===== config.mk =====
export PLATFORM = sky130hd
export DESIGN_NAME = redmule_zbuf_seq_flat
export DESIGN_NICKNAME = d
export VERILOG_FILES = /design/src/rtl/redmule_zbuf_seq_if.sv /design/src/rtl/redmule_zbuf_seq.sv /design/src/flat_wrapper.sv
export SDC_FILE = /design/constraint.sdc
export NUM_CORES = 2
export LEC_CHECK = 0
export BUFFER_PORTS_ARGS = -buffer_cell sky130_fd_sc_hd__buf_2
export CAP_MARGIN = 30
export CORE_MARGIN = 2
export CORE_UTILIZATION = 47
export CTS_BUF_LIST = sky130_fd_sc_hd__clkbuf_8
export CTS_CLUSTER_DIAMETER = 150
export DETAILED_ROUTE_END_ITERATION = 6
export SLEW_MARGIN = 25
export SYNTH_ARGS = -nofsm -noshare
export SYNTH_HDL_FRONTEND = slang
export SYNTH_SLANG_ARGS = --single-unit

===== constraint.sdc =====
create_clock -name clk_i -period 5.43 [get_ports clk_i]
set_input_delay 1.3575 -clock clk_i [delete_from_list [all_inputs] [get_ports clk_i]]
set_output_delay 1.3575 -clock clk_i [all_outputs]
set_load 0.01 [all_outputs]

===== src/rtl/redmule_zbuf_seq_if.sv =====
// Bundle between the Z buffer sequencer, the RedMulE engine output and the Z store streamer.
// Stream: a row transfers on a cycle where store_valid_o && store_ready_i at the rising clock edge.
// Once valid is raised it stays up, with data and strobe held, until that transfer completes.
interface redmule_zbuf_seq_if #(
  parameter int unsigned Depth = 8,
  parameter int unsigned DataW = 256,
  parameter int unsigned CntW  = $clog2(Depth + 1)
) ();

  logic                 clk_en_i;
  logic                 fill_i;
  logic [DataW-1:0]     fill_data_i;
  logic [CntW-1:0]      rows_i;
  logic [DataW/8-1:0]   strb_i;
  logic                 full_o;
  logic                 empty_o;
  logic                 store_valid_o;
  logic                 store_ready_i;
  logic [DataW-1:0]     store_data_o;
  logic [DataW/8-1:0]   store_strb_o;
  logic                 overflow_o;

  // Drives the buffer: engine output, controller and streamer side.
  modport master (
    output clk_en_i,
    output fill_i,
    output fill_data_i,
    output rows_i,
    output strb_i,
    output store_ready_i,
    input  full_o,
    input  empty_o,
    input  store_valid_o,
    input  store_data_o,
    input  store_strb_o,
    input  overflow_o
  );

  // The buffer itself.
  modport slave (
    input  clk_en_i,
    input  fill_i,
    input  fill_data_i,
    input  rows_i,
    input  strb_i,
    input  store_ready_i,
    output full_o,
    output empty_o,
    output store_valid_o,
    output store_data_o,
    output store_strb_o,
    output overflow_o
  );

endinterface


===== src/rtl/redmule_zbuf_seq.sv =====
// Z output buffer: collects one tile of computed Z rows, then drains them in order to the store streamer.
// dbg_state_o exposes the FSM state (0 = FILL, 1 = DRAIN).
module redmule_zbuf_seq #(
  parameter int unsigned Depth = 8,
  parameter int unsigned DataW = 256,
  parameter int unsigned CntW  = $clog2(Depth + 1)
) (
  input  logic                     clk_i,
  input  logic                     rst_ni,
  input  logic                     clear_i,
  redmule_zbuf_seq_if.slave        zbuf,
  output logic                     dbg_state_o
);

  localparam int unsigned PtrW  = $clog2(Depth);
  localparam int unsigned StrbW = DataW / 8;

  typedef enum logic {
    StFill  = 1'b0,
    StDrain = 1'b1
  } state_e;

  state_e            state_q;
  logic [PtrW-1:0]   wr_ptr_q;
  logic [PtrW-1:0]   rd_ptr_q;
  logic [CntW-1:0]   rows_q;
  logic [StrbW-1:0]  strb_q;
  logic [DataW-1:0]  mem_q [Depth];
  logic              overflow_q;

  logic              commit;
  logic [CntW-1:0]   rows_in;
  logic [CntW-1:0]   tile_rows;
  logic              wr_last;
  logic              rd_last;

  // The first row of a tile uses the row count sampled in the same cycle.
  always_comb begin
    commit    = zbuf.fill_i && zbuf.clk_en_i;
    rows_in   = (zbuf.rows_i == '0) ? CntW'(Depth) : zbuf.rows_i;
    tile_rows = (wr_ptr_q == '0) ? rows_in : rows_q;
    wr_last   = (CntW'(wr_ptr_q) == (tile_rows - CntW'(1)));
    rd_last   = (CntW'(rd_ptr_q) == (rows_q - CntW'(1)));
  end

  always_ff @(posedge clk_i or negedge rst_ni) begin
    if (!rst_ni) begin
      state_q    <= StFill;
      wr_ptr_q   <= '0;
      rd_ptr_q   <= '0;
      rows_q     <= CntW'(Depth);
      strb_q     <= '0;
      overflow_q <= 1'b0;
      for (int i = 0; i < int'(Depth); i++) begin
        mem_q[i] <= '0;
      end
    end else if (clear_i) begin
      state_q    <= StFill;
      wr_ptr_q   <= '0;
      rd_ptr_q   <= '0;
      rows_q     <= CntW'(Depth);
      strb_q     <= '0;
      overflow_q <= 1'b0;
      for (int i = 0; i < int'(Depth); i++) begin
        mem_q[i] <= '0;
      end
    end else begin
      case (state_q)
        StFill: begin
          if (commit) begin
            if (wr_ptr_q == '0) begin
              rows_q <= rows_in;
              strb_q <= zbuf.strb_i;
            end
            mem_q[wr_ptr_q] <= zbuf.fill_data_i;
            if (wr_last) begin
              state_q  <= StDrain;
              wr_ptr_q <= '0;
              rd_ptr_q <= '0;
            end else begin
              wr_ptr_q <= wr_ptr_q + PtrW'(1);
            end
          end
        end
        StDrain: begin
          // Rows arriving mid-drain are dropped; the sticky flag records it.
          if (commit) begin
            overflow_q <= 1'b1;
          end
          if (zbuf.store_ready_i) begin
            if (rd_last) begin
              state_q  <= StFill;
              rd_ptr_q <= '0;
            end else begin
              rd_ptr_q <= rd_ptr_q + PtrW'(1);
            end
          end
        end
        default: state_q <= StFill;
      endcase
    end
  end

  assign zbuf.full_o        = (state_q == StDrain);
  assign zbuf.empty_o       = (state_q == StFill) && (wr_ptr_q == '0);
  assign zbuf.store_valid_o = (state_q == StDrain);
  assign zbuf.store_data_o  = mem_q[rd_ptr_q];
  assign zbuf.store_strb_o  = strb_q;
  assign zbuf.overflow_o    = overflow_q;
  assign dbg_state_o        = state_q;

endmodule


===== src/flat_wrapper.sv =====
// flat-port wrapper written by rule: the top's interface ports become plain ports
module redmule_zbuf_seq_flat 
#(
  parameter int unsigned Depth = 8,
  parameter int unsigned DataW = 256,
  parameter int unsigned CntW  = $clog2(Depth + 1)
)
  (clk_i, rst_ni, clear_i, dbg_state_o, zbuf_clk_en_i, zbuf_fill_i, zbuf_fill_data_i, zbuf_rows_i, zbuf_strb_i, zbuf_store_ready_i, zbuf_full_o, zbuf_empty_o, zbuf_store_valid_o, zbuf_store_data_o, zbuf_store_strb_o, zbuf_overflow_o);
  redmule_zbuf_seq_if #(.Depth(Depth), .DataW(DataW), .CntW(CntW)) zbuf_i ();
  input  logic clk_i;
  input  logic rst_ni;
  input  logic clear_i;
  output logic dbg_state_o;
  input wire logic [$bits(zbuf_i.clk_en_i)-1:0] zbuf_clk_en_i;
  input wire logic [$bits(zbuf_i.fill_i)-1:0] zbuf_fill_i;
  input wire logic [$bits(zbuf_i.fill_data_i)-1:0] zbuf_fill_data_i;
  input wire logic [$bits(zbuf_i.rows_i)-1:0] zbuf_rows_i;
  input wire logic [$bits(zbuf_i.strb_i)-1:0] zbuf_strb_i;
  input wire logic [$bits(zbuf_i.store_ready_i)-1:0] zbuf_store_ready_i;
  output wire logic [$bits(zbuf_i.full_o)-1:0] zbuf_full_o;
  output wire logic [$bits(zbuf_i.empty_o)-1:0] zbuf_empty_o;
  output wire logic [$bits(zbuf_i.store_valid_o)-1:0] zbuf_store_valid_o;
  output wire logic [$bits(zbuf_i.store_data_o)-1:0] zbuf_store_data_o;
  output wire logic [$bits(zbuf_i.store_strb_o)-1:0] zbuf_store_strb_o;
  output wire logic [$bits(zbuf_i.overflow_o)-1:0] zbuf_overflow_o;
  assign zbuf_i.clk_en_i = zbuf_clk_en_i;
  assign zbuf_i.fill_i = zbuf_fill_i;
  assign zbuf_i.fill_data_i = zbuf_fill_data_i;
  assign zbuf_i.rows_i = zbuf_rows_i;
  assign zbuf_i.strb_i = zbuf_strb_i;
  assign zbuf_i.store_ready_i = zbuf_store_ready_i;
  assign zbuf_full_o = zbuf_i.full_o;
  assign zbuf_empty_o = zbuf_i.empty_o;
  assign zbuf_store_valid_o = zbuf_i.store_valid_o;
  assign zbuf_store_data_o = zbuf_i.store_data_o;
  assign zbuf_store_strb_o = zbuf_i.store_strb_o;
  assign zbuf_overflow_o = zbuf_i.overflow_o;
  redmule_zbuf_seq #(.Depth(Depth), .DataW(DataW), .CntW(CntW)) u_core (.clk_i(clk_i), .rst_ni(rst_ni), .clear_i(clear_i), .zbuf(zbuf_i), .dbg_state_o(dbg_state_o));
endmodule

==> metrics.txt <==
H-tree depth 5; Final Setup Violations 0; highest-delay cell along the critical path dfrtp_4; Worst Path Max Fanout 25; worst skew pair latency 1.13 ns; Pre-antenna DRT Iters 6; worst path cell trace buf_16 -> buf_4 -> mux4_2 -> mux2_2 -> buf_2; GR Util All Layers 28.9%; Avg Cell Area, Syn 9.68 um^2; CTS Hold Bufs 0; DP Worst Slack 1.36 ns; asr flop ratio synth 100%; Final Critical Period 5.08 ns; unrepaired setup endpoints after global routing no; setup bufs post-CTS 0; Crit path required time 4.07 ns; max_cap viols 0; Cell variety after synth 43; Syn Nets 10500; commonest non-fill, non-tap cell in the layout nand2_1; Syn Inst Count 10200; Fmax 197 MHz; max_slew headroom 26.9%; RePlAce Congestion 0.791; DR WL/cell 23.4 um; starting density of the core 47.3%; via count 77800; port buffer count 590; Post-route DRC 0; post-cts sizing count 0; Worst Skew 0.0751 ns; routed vias/inst 5.81; final net count 10600; hold slack 0.223 ns; global route total overflow 0; Cell Area, Synth 0.0990 mm^2; HP Class in -> async; Max clock buf depth 4; final WL 313 mm; setup TNS 0 ns; Root Buffer clkbuf_8; Layout Area Growth over Synthesis 11.1%; total core area 0.210 mm^2; Pleak 46.0 nW; largest net degree at the start of global routing 181; fin. max-slew vios 0; Worst Tran Pin Value 1.10 ns; Primary FF master, synth dfrtp_1; Detail Route Antenna Nets 0; # IOs 591; Synth Warn # 0; vias in the first global route 79500; initial antenna violation count 87; Iteration-0 DRC Markers 7811; crit path DAT 3.72 ns; number of flops mapped to enable cells by yosys 0; number of buffers created by CTS 376; number of synthesized register bits 2092; worst reg2reg path depth 10; hpwl dp 168 mm; clock-pin slew on the worst setup and hold paths 0.06 ns; Die Y 463 um; reg2reg setup slack 1.76 ns; VDD IR max 0.264 mV; critical path endpoint category primary output; CTS tree built; die width 463 um; crit-path max cell delay 0.70 ns; final hold violations 0; power per cell area 297 mW/mm^2; first-pass GRT wire length 484 mm; Seq/Total Area, Yosys 52.9%; Die Footprint 0.214 mm^2; Final Cycle Share 93.6%; CP Launch Type flop; commonest cells after routing, fill and taps aside nand2_1, dfrtp_1, a21oi_1; outcome finished clean; clk sink count 2092; reg2reg end u_core.rd_ptr_q[0]; share of layout cells above drive strength 1 19.8%; Cell Rows 168; RR Startpoint u_core.wr_ptr_q[0]; crit path kind reg -> out; post-route setup slack 0.348 ns
[registers in the layout, summed over array words and instances (netlist names)]
name,count
u_core.rd_ptr_q,3
u_core.dbg_state_o,1
u_core.zbuf.overflow_o,1
u_core.rows_q,4
u_core.zbuf.store_strb_o,32
u_core.mem_q,2048
u_core.wr_ptr_q,3
[power by group]
group / switching (mW) / total, mW / internal (mW)
registers: 0.0974 / 15.9 / 15.8
logic: 1.50 / 2.11 / 0.611
clock network: 6.61 / 14.7 / 8.08
total: 8.20 / 32.7 / 24.5
[cell usage after synthesis (2+ instances only)]
master / count / share of area, %
clkbuf_1: 393 / 1.5
a31oi_1: 2 / 0.013
nand3_1: 5 / 0.025
nand2_1: 4112 / 16
buf_6: 33 / 0.38
a22o_1: 33 / 0.29
mux2_2: 257 / 2.9
o311ai_1: 2 / 0.018
inv_1: 3 / 0.011
mux2i_4: 2 / 0.045
nor3_1: 4 / 0.020
nor2_1: 16 / 0.061
a21oi_1: 2054 / 10
buf_2: 396 / 2.0
buf_1: 52 / 0.20
o311ai_0: 2 / 0.018
nor3_2: 4 / 0.040
ha_1: 5 / 0.063
buf_4: 218 / 1.7
nor2b_1: 4 / 0.025
o32ai_1: 2 / 0.018
o21ai_0: 4 / 0.020
mux4_2: 512 / 12
a211oi_1: 2 / 0.015
dfrtp_1: 2091 / 53
nand4_1: 4 / 0.025
xnor2_1: 5 / 0.044
[final cells by class]
| type | instances | area [um^2] |
|---|---|---|
| diodes | 40 | 100 |
| clock buffers | 483 | 6650 |
| clock inverters | 147 | 724 |
| fillers | 18900 | 99500 |
| inverters | 4 | 15.0 |
| multi-input cells | 7045 | 41100 |
| flip-flops and latches | 2092 | 52400 |
| well taps | 2805 | 3510 |
| repair buffers | 774 | 5590 |
[per-stage QoR]
step	area (um^2)	util, %	instances	total power [mW]
after detailed placement	103000	48.9	12700	18.2
after global routing	110000	52.5	13400	33.9
final	110000	52.5	13400	32.7
after global placement	103000	48.9	12700	18.2
after CTS	110000	52.5	13300	33.0
after floorplan	99000	-	10200	17.3
[cell families after synthesis]
logic type | Yosys count | synth area share, %
multiplexers | 772 | 14.6
XOR/XNOR | 5 | 0.0442
AO/OA/AOI/OAI | 2104 | 10.8
buffers and inverters | 1096 | 5.73
flip-flops | 2092 | 52.9
AND/OR/NAND/NOR | 4159 | 15.9
adder cells (fa/ha/maj) | 5 | 0.0632
[worst max-delay path: cells and delay by family (launching register included)]
kind | cells | cell delay (ns)
buffers and inverters | 3 | 1.03
muxes | 2 | 0.89
DFF | 1 | 0.70
[per-layer routing]
| metal | global-route usage, % | share of wire (%) |
|---|---|---|
| met2 | 46.1 | 48 |
| met3 | 6.99 | 8.5 |
| met4 | 10.2 | 3.1 |
| met1 | 38.9 | 41 |
| met5 | 0 | 0.15 |
[worst max-delay path by stage]
| stage | cells past startpoint | endpoint | from |
|---|---|---|---|
| 2_1_floorplan | 5 | zbuf_store_data_o[218] | u_core.rd_ptr_q[0] |
| 3_3_place_gp | 4 | zbuf_store_data_o[189] | u_core.rd_ptr_q[0] |
| 3_5_place_dp | 5 | zbuf_store_data_o[189] | u_core.rd_ptr_q[0] |
| 4_1_cts | 5 | zbuf_store_data_o[189] | u_core.rd_ptr_q[0] |
| 5_1_grt | 5 | zbuf_store_data_o[190] | u_core.rd_ptr_q[0] |
| 6_report | 5 | zbuf_store_data_o[189] | u_core.rd_ptr_q[0] |
No activity file was read; power rests on OpenSTA's default activity.
